File: src/rtl/lif_neuron.sv
// Leaky integrate-and-fire neuron: serially sums weighted active inputs, fires on threshold.
// Latency: trig edge 0 -> spike high in cycle INPUTS+2; trig while busy is dropped.
module lif_neuron #(
    parameter int INPUTS      = 25,
    parameter int WEIGHT_BITS = 2,
    parameter int ACC_BITS    = 8,
    parameter int VT          = 59,
    parameter int LEAK        = 0,
    parameter int REFRAC      = 0
) (
    input  logic                            clk,
    input  logic                            rstb,
    input  logic [INPUTS*WEIGHT_BITS-1:0]   weights,
    input  logic [INPUTS-1:0]               signals,
    input  logic                            trig,
    input  logic                            latinhib_bus,
    output logic                            spike,
    output logic                            busy,
    output logic [ACC_BITS-1:0]             membrane
);

    localparam int IW      = (INPUTS > 1) ? $clog2(INPUTS) : 1;
    localparam int RW      = (REFRAC > 1) ? $clog2(REFRAC + 1) : 1;
    localparam int ACC_MAX = (1 << ACC_BITS) - 1;

    localparam logic [ACC_BITS-1:0] VT_V   = ACC_BITS'(VT);
    localparam logic [ACC_BITS-1:0] LEAK_V = ACC_BITS'((LEAK > ACC_MAX) ? ACC_MAX : LEAK);
    localparam logic [IW-1:0]       LAST   = IW'(INPUTS - 1);
    localparam logic [RW-1:0]       REF_LD = RW'((REFRAC > 0) ? REFRAC - 1 : 0);

    typedef enum logic [1:0] {
        S_IDLE,
        S_SCAN,
        S_EVAL,
        S_REFRAC
    } state_t;

    state_t                         state, state_n;
    logic [IW-1:0]                  idx, idx_n;
    logic [RW-1:0]                  rcnt, rcnt_n;
    logic [ACC_BITS-1:0]            mem_n;
    logic                           spike_n;
    logic                           capture;
    logic [INPUTS-1:0]              sig_q;
    logic [INPUTS*WEIGHT_BITS-1:0]  w_q;

    logic [WEIGHT_BITS-1:0]         cur_w;
    logic [ACC_BITS:0]              sum_ext;
    logic [ACC_BITS-1:0]            add_val;
    logic [ACC_BITS-1:0]            leaked;

    // Carry out of the widened sum means the accumulator would wrap: clamp instead.
    assign cur_w   = w_q[idx*WEIGHT_BITS +: WEIGHT_BITS];
    assign sum_ext = {1'b0, membrane} + (ACC_BITS+1)'(cur_w);
    assign add_val = !sig_q[idx]      ? membrane :
                     sum_ext[ACC_BITS] ? {ACC_BITS{1'b1}} : sum_ext[ACC_BITS-1:0];
    assign leaked  = (membrane > LEAK_V) ? (membrane - LEAK_V) : '0;
    assign busy    = (state != S_IDLE);

    always_ff @(posedge clk or negedge rstb) begin
        if (!rstb) begin
            state <= S_IDLE;
        end else begin
            state <= state_n;
        end
    end

    always_comb begin
        state_n = state;
        idx_n   = idx;
        rcnt_n  = rcnt;
        mem_n   = membrane;
        spike_n = 1'b0;
        capture = 1'b0;
        case (state)
            S_IDLE: begin
                if (trig) begin
                    state_n = S_SCAN;
                    idx_n   = '0;
                    capture = 1'b1;
                end
            end
            S_SCAN: begin
                if (latinhib_bus) begin
                    mem_n   = '0;
                    state_n = S_IDLE;
                end else begin
                    mem_n = add_val;
                    idx_n = idx + 1'b1;
                    if (idx == LAST) begin
                        state_n = S_EVAL;
                    end
                end
            end
            S_EVAL: begin
                // Inhibition wins over a pending fire.
                if (latinhib_bus) begin
                    mem_n   = '0;
                    state_n = S_IDLE;
                end else if (membrane >= VT_V) begin
                    mem_n   = '0;
                    spike_n = 1'b1;
                    if (REFRAC > 0) begin
                        state_n = S_REFRAC;
                        rcnt_n  = REF_LD;
                    end else begin
                        state_n = S_IDLE;
                    end
                end else begin
                    mem_n   = leaked;
                    state_n = S_IDLE;
                end
            end
            S_REFRAC: begin
                mem_n = '0;
                if (rcnt == '0) begin
                    state_n = S_IDLE;
                end else begin
                    rcnt_n = rcnt - 1'b1;
                end
            end
            default: begin
                state_n = S_IDLE;
            end
        endcase
    end

    always_ff @(posedge clk or negedge rstb) begin
        if (!rstb) begin
            idx      <= '0;
            rcnt     <= '0;
            membrane <= '0;
            spike    <= 1'b0;
            sig_q    <= '0;
            w_q      <= '0;
        end else begin
            idx      <= idx_n;
            rcnt     <= rcnt_n;
            membrane <= mem_n;
            spike    <= spike_n;
            if (capture) begin
                sig_q <= signals;
                w_q   <= weights;
            end
        end
    end

endmodule
File: config.mk
export PLATFORM = sky130hd
export DESIGN_NAME = lif_neuron
export DESIGN_NICKNAME = d
export VERILOG_FILES = /design/src/rtl/lif_neuron.sv
export SDC_FILE = /design/constraint.sdc
export NUM_CORES = 1
export LEC_CHECK = 0
export CAP_MARGIN = 15
export CORE_MARGIN = 10
export CORE_UTILIZATION = 63
export CTS_CLUSTER_SIZE = 40
export DETAILED_ROUTE_END_ITERATION = 8
export DONT_BUFFER_PORTS = 1
export GPL_TIMING_DRIVEN = 0
export PLACE_DENSITY = 0.86
export RECOVER_POWER = 100
export SYNTH_ARGS = -nofsm -noshare
export SYNTH_HDL_FRONTEND = slang
export SYNTH_SLANG_ARGS = --single-unit
export TNS_END_PERCENT = 1
File: constraint.sdc
create_clock -name clk -period 4.05 [get_ports clk]
set_input_delay 0.81 -clock clk [delete_from_list [all_inputs] [get_ports clk]]
set_output_delay 0.81 -clock clk [all_outputs]
set_load 0.05 [all_outputs]
Word level (Yosys, flattened, before mapping)

Index checks and enable logic that the tools add are counted.

Equal/unequal tests: 10
Multiplexer cells: 23
Shift operators: 1
Reduce and logical (&&, ||, !) cells: 7
Add/subtract/negate cells: 3
Magnitude comparators: 3

Operators by type and width:

| operator                                                          | count |
|---|---|
| variable part select 50 x 7 -> 2 bit                              | 1 |
| two-way mux 8 bit                                                 | 6 |
| one-hot mux 8 bit (3 select lines)                                | 1 |
| two-way mux 5 bit                                                 | 2 |
| one-hot mux 5 bit (2 select lines)                                | 1 |
| adder 8 x 2 -> 9 bit                                              | 1 |
| AND reduction 3 bit                                               | 3 |
| greater-or-equal comparator 8 x 6 -> 1 bit, second input constant | 1 |
| greater-than comparator 8 x 1 -> 1 bit, second input constant     | 1 |
| two-way mux 2 bit                                                 | 4 |
| one-hot mux 2 bit (4 select lines)                                | 1 |
| two-way mux 1 bit                                                 | 7 |
| less-than comparator 5 x 6 -> 1 bit, second input constant        | 1 |
| inequality test 2 bit, second input constant                      | 3 |
| inequality test 3 bit, second input constant                      | 2 |
| adder 5 x 1 -> 5 bit, second input constant                       | 1 |
| binary-select mux 1 bit (select 5 bit)                            | 1 |
| == test 5 bit, second input constant                              | 1 |
| == test 2 bit, second input constant                              | 2 |
| inequality test 4 bit, second input constant                      | 1 |
| nonzero test 2 bit                                                | 2 |
| nonzero test 3 bit                                                | 1 |
| == test 2 x 1 -> 1 bit, second input constant                     | 1 |
| zero test 2 bit                                                   | 1 |
| subtractor 1 bit, second input constant                           | 1 |

Output and inout port bits: 10
Register bits: 92
Logic and storage cells: 54
Bits of input ports: 79

Logic depth before layout (Yosys ltp)

Gate-level depths: netlist of run 1.

Depth after elaboration: 6
Depth in mapped cells: 15
Gate-level depth less buffers: 12

Worst setup path before layout of run 1

OpenSTA, ideal clock, no wires.

Path kind: register to register
Start: register idx[1]
End: register membrane[3]
Data required time: 3.923 ns
Library setup time: 0.127 ns
Data arrival time: 3.032 ns
Buffers on the path: 3
Stages on the path, launching flop included: 15
Setup slack: 0.891 ns
Clock period less this slack: 3.159 ns
Cell sequence: dfrtp_1 buf_6 buf_12 clkbuf_1 mux4_2 mux4_2 mux2_2 ha_1 inv_1 fa_1 nor2_1 nand3_1 nor2_1 o31ai_1 a2bb2oi_2

Word-level cells in the longest chain between the ends: 6
Elaborated cells on any way between the ends: 10
Classes of those cells: 1 x add/sub; 1 x eq/ne; 1 x shift; 6 x mux; 1 x reduce/logical

Ends and longest elaborated chain:

| element                              | RTL line | RTL |
|---|---|---|
| start, declared                      | 39       | `logic [IW-1:0] idx, idx_n;` |
| start signal, assigned               | 137      | `idx <= idx_n;` |
| variable part select 50 x 7 -> 2 bit | 53       | `assign cur_w = w_q[idx*WEIGHT_BITS +: WEIGHT_BITS];` |
| adder 8 x 2 -> 9 bit                 | 54       | `assign sum_ext = {1'b0, membrane} + (ACC_BITS+1)'(cur_w);` |
| two-way mux 8 bit                    | 56       | `sum_ext[ACC_BITS] ? {ACC_BITS{1'b1}} : sum_ext[ACC_BITS-1:0];` |
| two-way mux 8 bit                    | 55       | `assign add_val = !sig_q[idx] ? membrane :` |
| two-way mux 8 bit                    | 84       | `if (latinhib_bus) begin` |
| one-hot mux 8 bit (3 select lines)   | 75       | `case (state)` |
| end signal, assigned                 | 139      | `membrane <= mem_n;` |
| end, declared                        | 19       | `output logic [ACC_BITS-1:0] membrane` |

Parallel ways exist; a longest one is shown, timed or not. The select of a mux whose other input is x is not followed.
A chain may end at the register's enable or synchronous reset.

Worst setup path after layout of run 1

Start: register idx[0]
End: register membrane[3]

Same word-level chain as after synthesis.

==> results of run 1 <==
[cell usage after synthesis]
cell type / count / share of area (%)
a31oi_4: 1 / 0.48
nand4_1: 2 / 0.28
and3_1: 3 / 0.43
o31ai_1: 2 / 0.34
nor2_4: 1 / 0.26
nand3b_1: 1 / 0.17
a2bb2oi_2: 1 / 0.34
nand2b_1: 2 / 0.28
a22o_1: 1 / 0.20
fa_1: 1 / 0.46
xor2_1: 3 / 0.60
ha_1: 4 / 1.1
or3_1: 1 / 0.14
or2_2: 1 / 0.14
mux4_2: 16 / 8.2
mux2_2: 77 / 20
mux2i_1: 14 / 3.2
and2_1: 1 / 0.14
nand4b_1: 1 / 0.20
buf_6: 2 / 0.51
mux4_1: 1 / 0.60
o311ai_4: 1 / 0.60
nand2_2: 1 / 0.14
nor4b_2: 2 / 0.68
nor2_1: 14 / 1.2
or4_1: 1 / 0.17
buf_4: 1 / 0.17
nor4_1: 1 / 0.14
inv_1: 7 / 0.60
nand3_1: 5 / 0.57
a31o_1: 1 / 0.20
o21ai_0: 10 / 1.1
nor3_1: 5 / 0.57
a2bb2oi_1: 5 / 1.0
inv_2: 1 / 0.085
buf_12: 1 / 0.46
buf_2: 3 / 0.34
clkbuf_1: 10 / 0.85
dfrtp_1: 91 / 52
a21o_1: 1 / 0.17
a21oi_1: 3 / 0.34
nand2_1: 10 / 0.85
[per-stage QoR]
stage / instance area [µm²] / utilization (%) / std cells
after global placement: 4510 / 66.4 / 406
final: 4730 / 69.7 / 422
after global routing: 4730 / 69.6 / 421
after detailed placement: 4510 / 66.4 / 406
after floorplan: 4390 / - / 310
after CTS: 4730 / 69.7 / 422
[worst paths after layout]
check	to	cells past startpoint	slack, ns
worst max-delay path	membrane[3]	13	0.56
worst min-delay path	membrane[7]	0	0.14
worst max register to register	membrane[3]	13	0.56
worst min register to register	w_q[10]	1	0.50
max in group asynchronous	membrane[0]	0	3.74
min in group clk	w_q[10]	1	0.50
[power by group]
part	leakage [nW]	internal [mW]	switching (mW)
Sequential	1.09	1.10	0.173
Combinational	0.698	0.416	0.313
Clock	0.116	0.355	0.340
[critical path: cells and delay by family, from the launching register on]
family | cells | cell delay (ns)
and+or+nand+nor | 3 | 0.36
adders and majority gates | 2 | 0.45
AOI/OAI and AO/OA | 2 | 0.36
muxes | 3 | 1.33
buffers and inverters | 3 | 0.52
DFF | 1 | 0.38
[metal layers]
layer / wire length, µm / share of wire (%)
met1: 3650 / 41
met2: 4350 / 49
met3: 876 / 9.8
met4: 95 / 1.1
met5: 0 / 0
[repair_timing]
| item | in CTS | in global routing |
|---|---|---|
| setup endpoints to repair | 0 | 1 |
| setup buffers | 0 | 0 |
| resized for setup | 0 | 0 |
[cells by family (layout without fill, tap and decap cells)]
logic type,after synthesis,after routing,synth area share [%]
compound gates,26,26,4.81
fa+ha+maj,5,5,1.60
simple gates,52,52,6.38
other cells,0,1,0
xor+xnor,3,3,0.598
mux,108,108,31.7
buf+inv,25,40,3.02
flops,91,91,51.9
[state kept, by name (all words and copies together), names as in the netlist]
signal	flops
state	2
spike	1
w_q	50
idx	5
membrane	8
sig_q	25
[cell type report]
cell class                      instances  share of cell area (%)
Antenna cell                            1                  0.0529
Tap cell                               96                    2.54
Buffer                                 16                    2.09
Clock inverter                          7                    2.09
Clock buffer                            9                    2.62
Inverter                                8                   0.634
Multi-Input combinational cell        194                    41.9
Sequential cell                        91                    48.1
==> impl_metrics.py, run 1 <==
metrics = {
    "finish": {
        "final_common_cell": "dfrtp_1",
        "area_growth_syn_to_layout_pct": 7.78,
        "multi_input_area_um2": 1980,
        "layout_common_cells": "dfrtp_1, mux2_2, mux4_2, mux2i_1, nor2_1",
        "final_nets": 404,
        "seq_area_um2": 2280,
        "drive_above_1_share_pct": 37.5,
        "fill_cells": 476,
    },
    "sta": {
        "hold_slack_ns": 0.143,
        "setup_ws_ns": 0.558,
        "relSlewSlack_pct": 42.7,
        "maxClockFrequency_mhz": 286,
        "skew_ns": 0.0174,
        "worst_slew_pin_slew_ns": 0.859,
        "fin_crit_ns": 3.49,
        "fin_crit_sh_pct": 86.2,
        "setup_violations": 0,
        "hold_viol": 0,
        "rsz0062_at_grt": "false",
        "drv_slew": 0,
        "setup_tns_ns": 0,
    },
    "clock_network": {
        "cts_made_buffers": 9,
        "cts_tree": "built",
        "cts_buffer_depth": 2,
        "cts_max_level": 3,
        "cts.clk_slew.worst_paths_ns": 0.09,
        "clockRootBuffer": "clkbuf_8",
        "numClockSinks": 91,
        "clk_latency_ns": 0.36,
        "holdBufCountCts": 0,
    },
    "placement": {
        "dp_slack_ns": 0.262,
        "portBuffers": 0,
        "place_congestion": 0.798,
        "dpl.hpwl_mm": 6.65,
    },
    "global_routing": {
        "use_met3_pct": 8.37,
        "busiest_layer": "met2",
        "track_usage_pct": 18.0,
        "met2_usage_pct": 29.5,
        "grt_pass1_wl_mm": 14.6,
        "use_met1_pct": 20.6,
        "antenna_found_initial": 1,
        "grt_pass1_vias": 2799,
        "grt-ovfl-total": 0,
        "grt_max_degree": 92,
    },
    "yosys": {
        "postSynthCellCount": 310,
        "synth_nets": 394,
        "yosysSeqAreaShare_pct": 51.9,
        "netlist_area_um2": 4390,
        "ys_ff_latch": 91,
        "yosysWarnings": 0,
        "syn_avg_cell_area_um2": 14.2,
        "synthDistinctLibCells": 42,
    },
    "die": {
        "die_x_um": 103,
        "rows": 30,
        "core_area_um2": 6790,
        "initial_core_util_pct": 64.6,
        "ios": 89,
        "die_h_um": 103,
        "die_area_um2": 10700,
    },
    "drt": {
        "vias": 2545,
        "route.detailed.drc": 0,
        "drtPass1Iterations": 4,
        "post_drt_wl_per_cell_um": 21.2,
        "viasPerCell": 6.03,
        "antenna_left": 0,
        "routed_wl_mm": 8.97,
        "drt_iter0_drc": 90,
    },
    "pwr": {
        "power_density_nw_per_um2": 569,
        "cellLeakagePower_nw": 1.91,
        "power_mw": 2.70,
        "irDropWorstVdd_mv": 0.314,
    },
    "critical_path": {
        "crit_chain": "buf_6 > buf_4 > mux4_2 > mux4_2 > mux2_1 > ha_1 > inv_1 > fa_1 > nor2_1 > nand3_1 > nor2_1 > o31ai_1 > a2bb2oi_2",
        "startpoint_type": "flip-flop",
        "cp.arrival_ns": 3.73,
        "required_ns": 4.29,
        "rr_startpoint": "idx[0]",
        "cp_max_fo": 10,
        "cpPeakStageDelay_ns": 0.54,
        "slowest_stage": "mux4_2",
        "worst-setup-path-type": "flip-flop to flip-flop",
        "critPathCaptureType": "flip-flop",
        "crit_start": "idx[0]",
    },
    "min_path": {
        "hold_path.class": "primary input to asynchronous set/reset pin",
    },
    "job": {
        "maxCapViolCount": 0,
    },
    "status": {
        "status": "completed",
    },
}
Power figures use the tool's default switching activity.
==> run 2: changes to the inputs <==
--- a/config.mk
+++ b/config.mk
@@ -11,8 +11,9 @@
 export CTS_CLUSTER_SIZE = 40
 export DETAILED_ROUTE_END_ITERATION = 8
 export DONT_BUFFER_PORTS = 1
-export GPL_TIMING_DRIVEN = 0
-export PLACE_DENSITY = 0.86
+export GPL_TIMING_DRIVEN = 1
+export HOLD_SLACK_MARGIN = 0.05
+export PLACE_DENSITY = 0.8
 export RECOVER_POWER = 100
 export SYNTH_ARGS = -nofsm -noshare
 export SYNTH_HDL_FRONTEND = slang
==> run 2 against run 1 <==
Against the previous run: the flow now finishes with violations (capacitance limit, slew limit); routed wire length is 5.7% lower; fmax is 0.44% lower; power is 6.5% lower; sequential power is 3% higher; critical path depth is 2 lower; count of clock-buffer cells in the layout is 1 higher; core utilization is 1.8 points lower; worst hold slack better by 0.0044 ns; first-iteration DRC count is 57% higher; via count is 3.3% lower; sequential cell count stayed put; critical path type unchanged; largest cell class unchanged; largest power group unchanged; highest routed layer unchanged.
==> impl_metrics.py, run 2 (synthesized netlist as in run 1, its figures left out) <==
metrics = {
    "critical_path": {
        "regToRegSetupSlack_ns": 0.54,
        "rr_startpoint": "idx[0]",
        "critPathCaptureType": "flip-flop",
        "startpoint_type": "flip-flop",
        "required_ns": 4.28,
        "r2r_cells": 11,
        "worst_setup_path_endpoint": "membrane[3]",
        "crit_chain": "mux4_1 > mux4_2 > mux2_2 > ha_1 > inv_1 > fa_1 > nor2_1 > nand3_1 > nor2_1 > o31ai_1 > a2bb2oi_2",
        "cp_max_fo": 13,
        "slowest_stage": "dfrtp_1",
        "r2r_end": "membrane[3]",
        "timing.critical_path.mode_cell": "nor2_1",
        "crit_start": "idx[0]",
        "cp.arrival_ns": 3.74,
        "worst-setup-path-type": "flip-flop to flip-flop",
        "cpPeakStageDelay_ns": 0.81,
    },
    "finish": {
        "top_regs": "w_q: 50 flops, sig_q: 25 flops, membrane: 8 flops",
        "top_register": "w_q",
        "layout_common_cells": "dfrtp_1, mux2_2, mux4_2, mux2i_1, nor2_1",
        "diodes": 0,
        "final_common_cell": "dfrtp_1",
        "area_growth_syn_to_layout_pct": 4.93,
        "drive_above_1_share_pct": 37.8,
        "fill_cells": 487,
        "final_nets": 391,
        "largest_reg_flops": 50,
        "seq_area_um2": 2280,
        "multi_input_area_um2": 1990,
    },
    "clock_network": {
        "clk_latency_ns": 0.35,
        "clockRootBuffer": "clkbuf_8",
        "holdBufCountCts": 0,
        "post_cts_buffers": 0,
        "numClockSinks": 91,
        "cts_resized": 0,
        "cts_made_buffers": 9,
        "cts_max_level": 3,
        "cts.clk_slew.worst_paths_ns": 0.09,
        "cts_tree": "built",
        "cts_buffer_depth": 2,
    },
    "status": {
        "status": "complete, but fails checks",
        "violations": "capacitance limit, slew limit",
    },
    "drt": {
        "viasPerCell": 6.03,
        "post_drt_wl_per_cell_um": 20.7,
        "drt_iter0_drc": 141,
        "route.detailed.drc": 0,
        "vias": 2462,
        "drtPass1Iterations": 4,
        "routed_wl_mm": 8.46,
        "antenna_left": 0,
    },
    "pwr": {
        "internal-power_mw": 1.73,
        "p_seq_share_pct": 52.2,
        "p_switching_uw": 793,
        "power_mw": 2.52,
        "p_comb_share_pct": 25.7,
        "power_density_nw_per_um2": 547,
        "irDropWorstVdd_mv": 0.337,
        "p_clk_share_pct": 22.1,
        "switching_share_pct": 31.5,
        "cellLeakagePower_nw": 1.84,
    },
    "sta": {
        "maxClockFrequency_mhz": 285,
        "fin_crit_sh_pct": 86.6,
        "rsz0062_at_grt": "false",
        "relSlewSlack_pct": -25.4,
        "setup_tns_ns": 0,
        "hold_viol": 0,
        "worst_slew_pin_slew_ns": 1.88,
        "setup_ws_ns": 0.543,
        "setup_violations": 0,
        "fin_crit_ns": 3.51,
        "skew_ns": 0.00699,
        "drv_slew": 81,
    },
    "placement": {
        "portBuffers": 0,
        "dp_slack_ns": 0.483,
        "place_congestion": 0.847,
        "dpl.hpwl_mm": 6.24,
    },
    "global_routing": {
        "grt_pass1_vias": 2666,
        "grt_max_degree": 92,
        "grt_pass1_wl_mm": 13.7,
        "track_usage_pct": 16.6,
        "antenna_found_initial": 0,
        "grt-ovfl-total": 0,
    },
    "die": {
        "initial_core_util_pct": 64.6,
        "die_h_um": 103,
        "core_area_um2": 6790,
        "ios": 89,
        "die_area_um2": 10700,
        "rows": 30,
        "die_x_um": 103,
    },
    "job": {
        "maxCapViolCount": 1,
    },
    "min_path": {
        "hold_path.class": "primary input to asynchronous set/reset pin",
    },
}
-- run 2: cell types whose count changed in the layout (fill, tap and decap cells not counted), moves of 2 or more --
cell	before	now
mux2_1	2	0
bufinv_16	2	0
clkbuf_1	9	2
mux2_2	75	77
buf_2	3	0
buf_6	2	0
-- run 2: worst min path at each step --
stage                     startpoint         to  slack (ns)  cells after the start
after CTS                       rstb   sig_q[3]        0.13                      0
after global routing            rstb  sig_q[14]        0.12                      0
after global placement       w_q[32]    w_q[32]        0.49                      1
final                           rstb     idx[1]        0.15                      0
after floorplan              w_q[10]    w_q[10]        0.47                      1
after detailed placement     w_q[45]    w_q[45]        0.49                      1
-- run 2: final cells by class --
cell class / instances / area share [%]
Clock inverter: 6 / 1.03
Sequential cell: 91 / 49.4
Tap cell: 96 / 2.61
Inverter: 8 / 0.652
Timing Repair Buffer: 3 / 0.353
Multi-Input combinational cell: 194 / 43.2
Clock buffer: 10 / 2.77
-- run 2: critical path, delay by kind of cell (launching register included) --
| kind | cells | cell delay [ns] |
|---|---|---|
| AO/OA/AOI/OAI | 2 | 0.37 |
| adder cells (fa/ha/maj) | 2 | 0.42 |
| buffers and inverters | 1 | 0.07 |
| flip-flops | 1 | 0.81 |
| multiplexers | 3 | 1.37 |
| AND/OR/NAND/NOR | 3 | 0.34 |
-- run 2: metal layers --
layer	global-route usage, %	wire (µm)
met4	5.56	120
met5	0	0
met2	26.0	4070
met3	7.64	916
met1	19.9	3350
-- run 2: power by group through the flow --
stage,registers [mW],clock network [mW],logic [mW]
after CTS,1.32,0.567,0.655
after detailed placement,1.34,0,0.653
after global placement,1.33,0,0.630
after global routing,1.35,0.606,0.710
after floorplan,1.25,0,0.616
final,1.31,0.557,0.648
-- run 2: per-stage QoR --
step	std cells	instance area (µm²)	hold WS [ns]	utilization (%)
floorplan	310	4390	0.472	-
global placement	392	4440	0.486	65.3
detailed placement	392	4440	0.492	65.3
CTS	408	4610	0.132	67.9
global route	408	4610	0.118	67.8
finish	408	4610	0.147	67.8
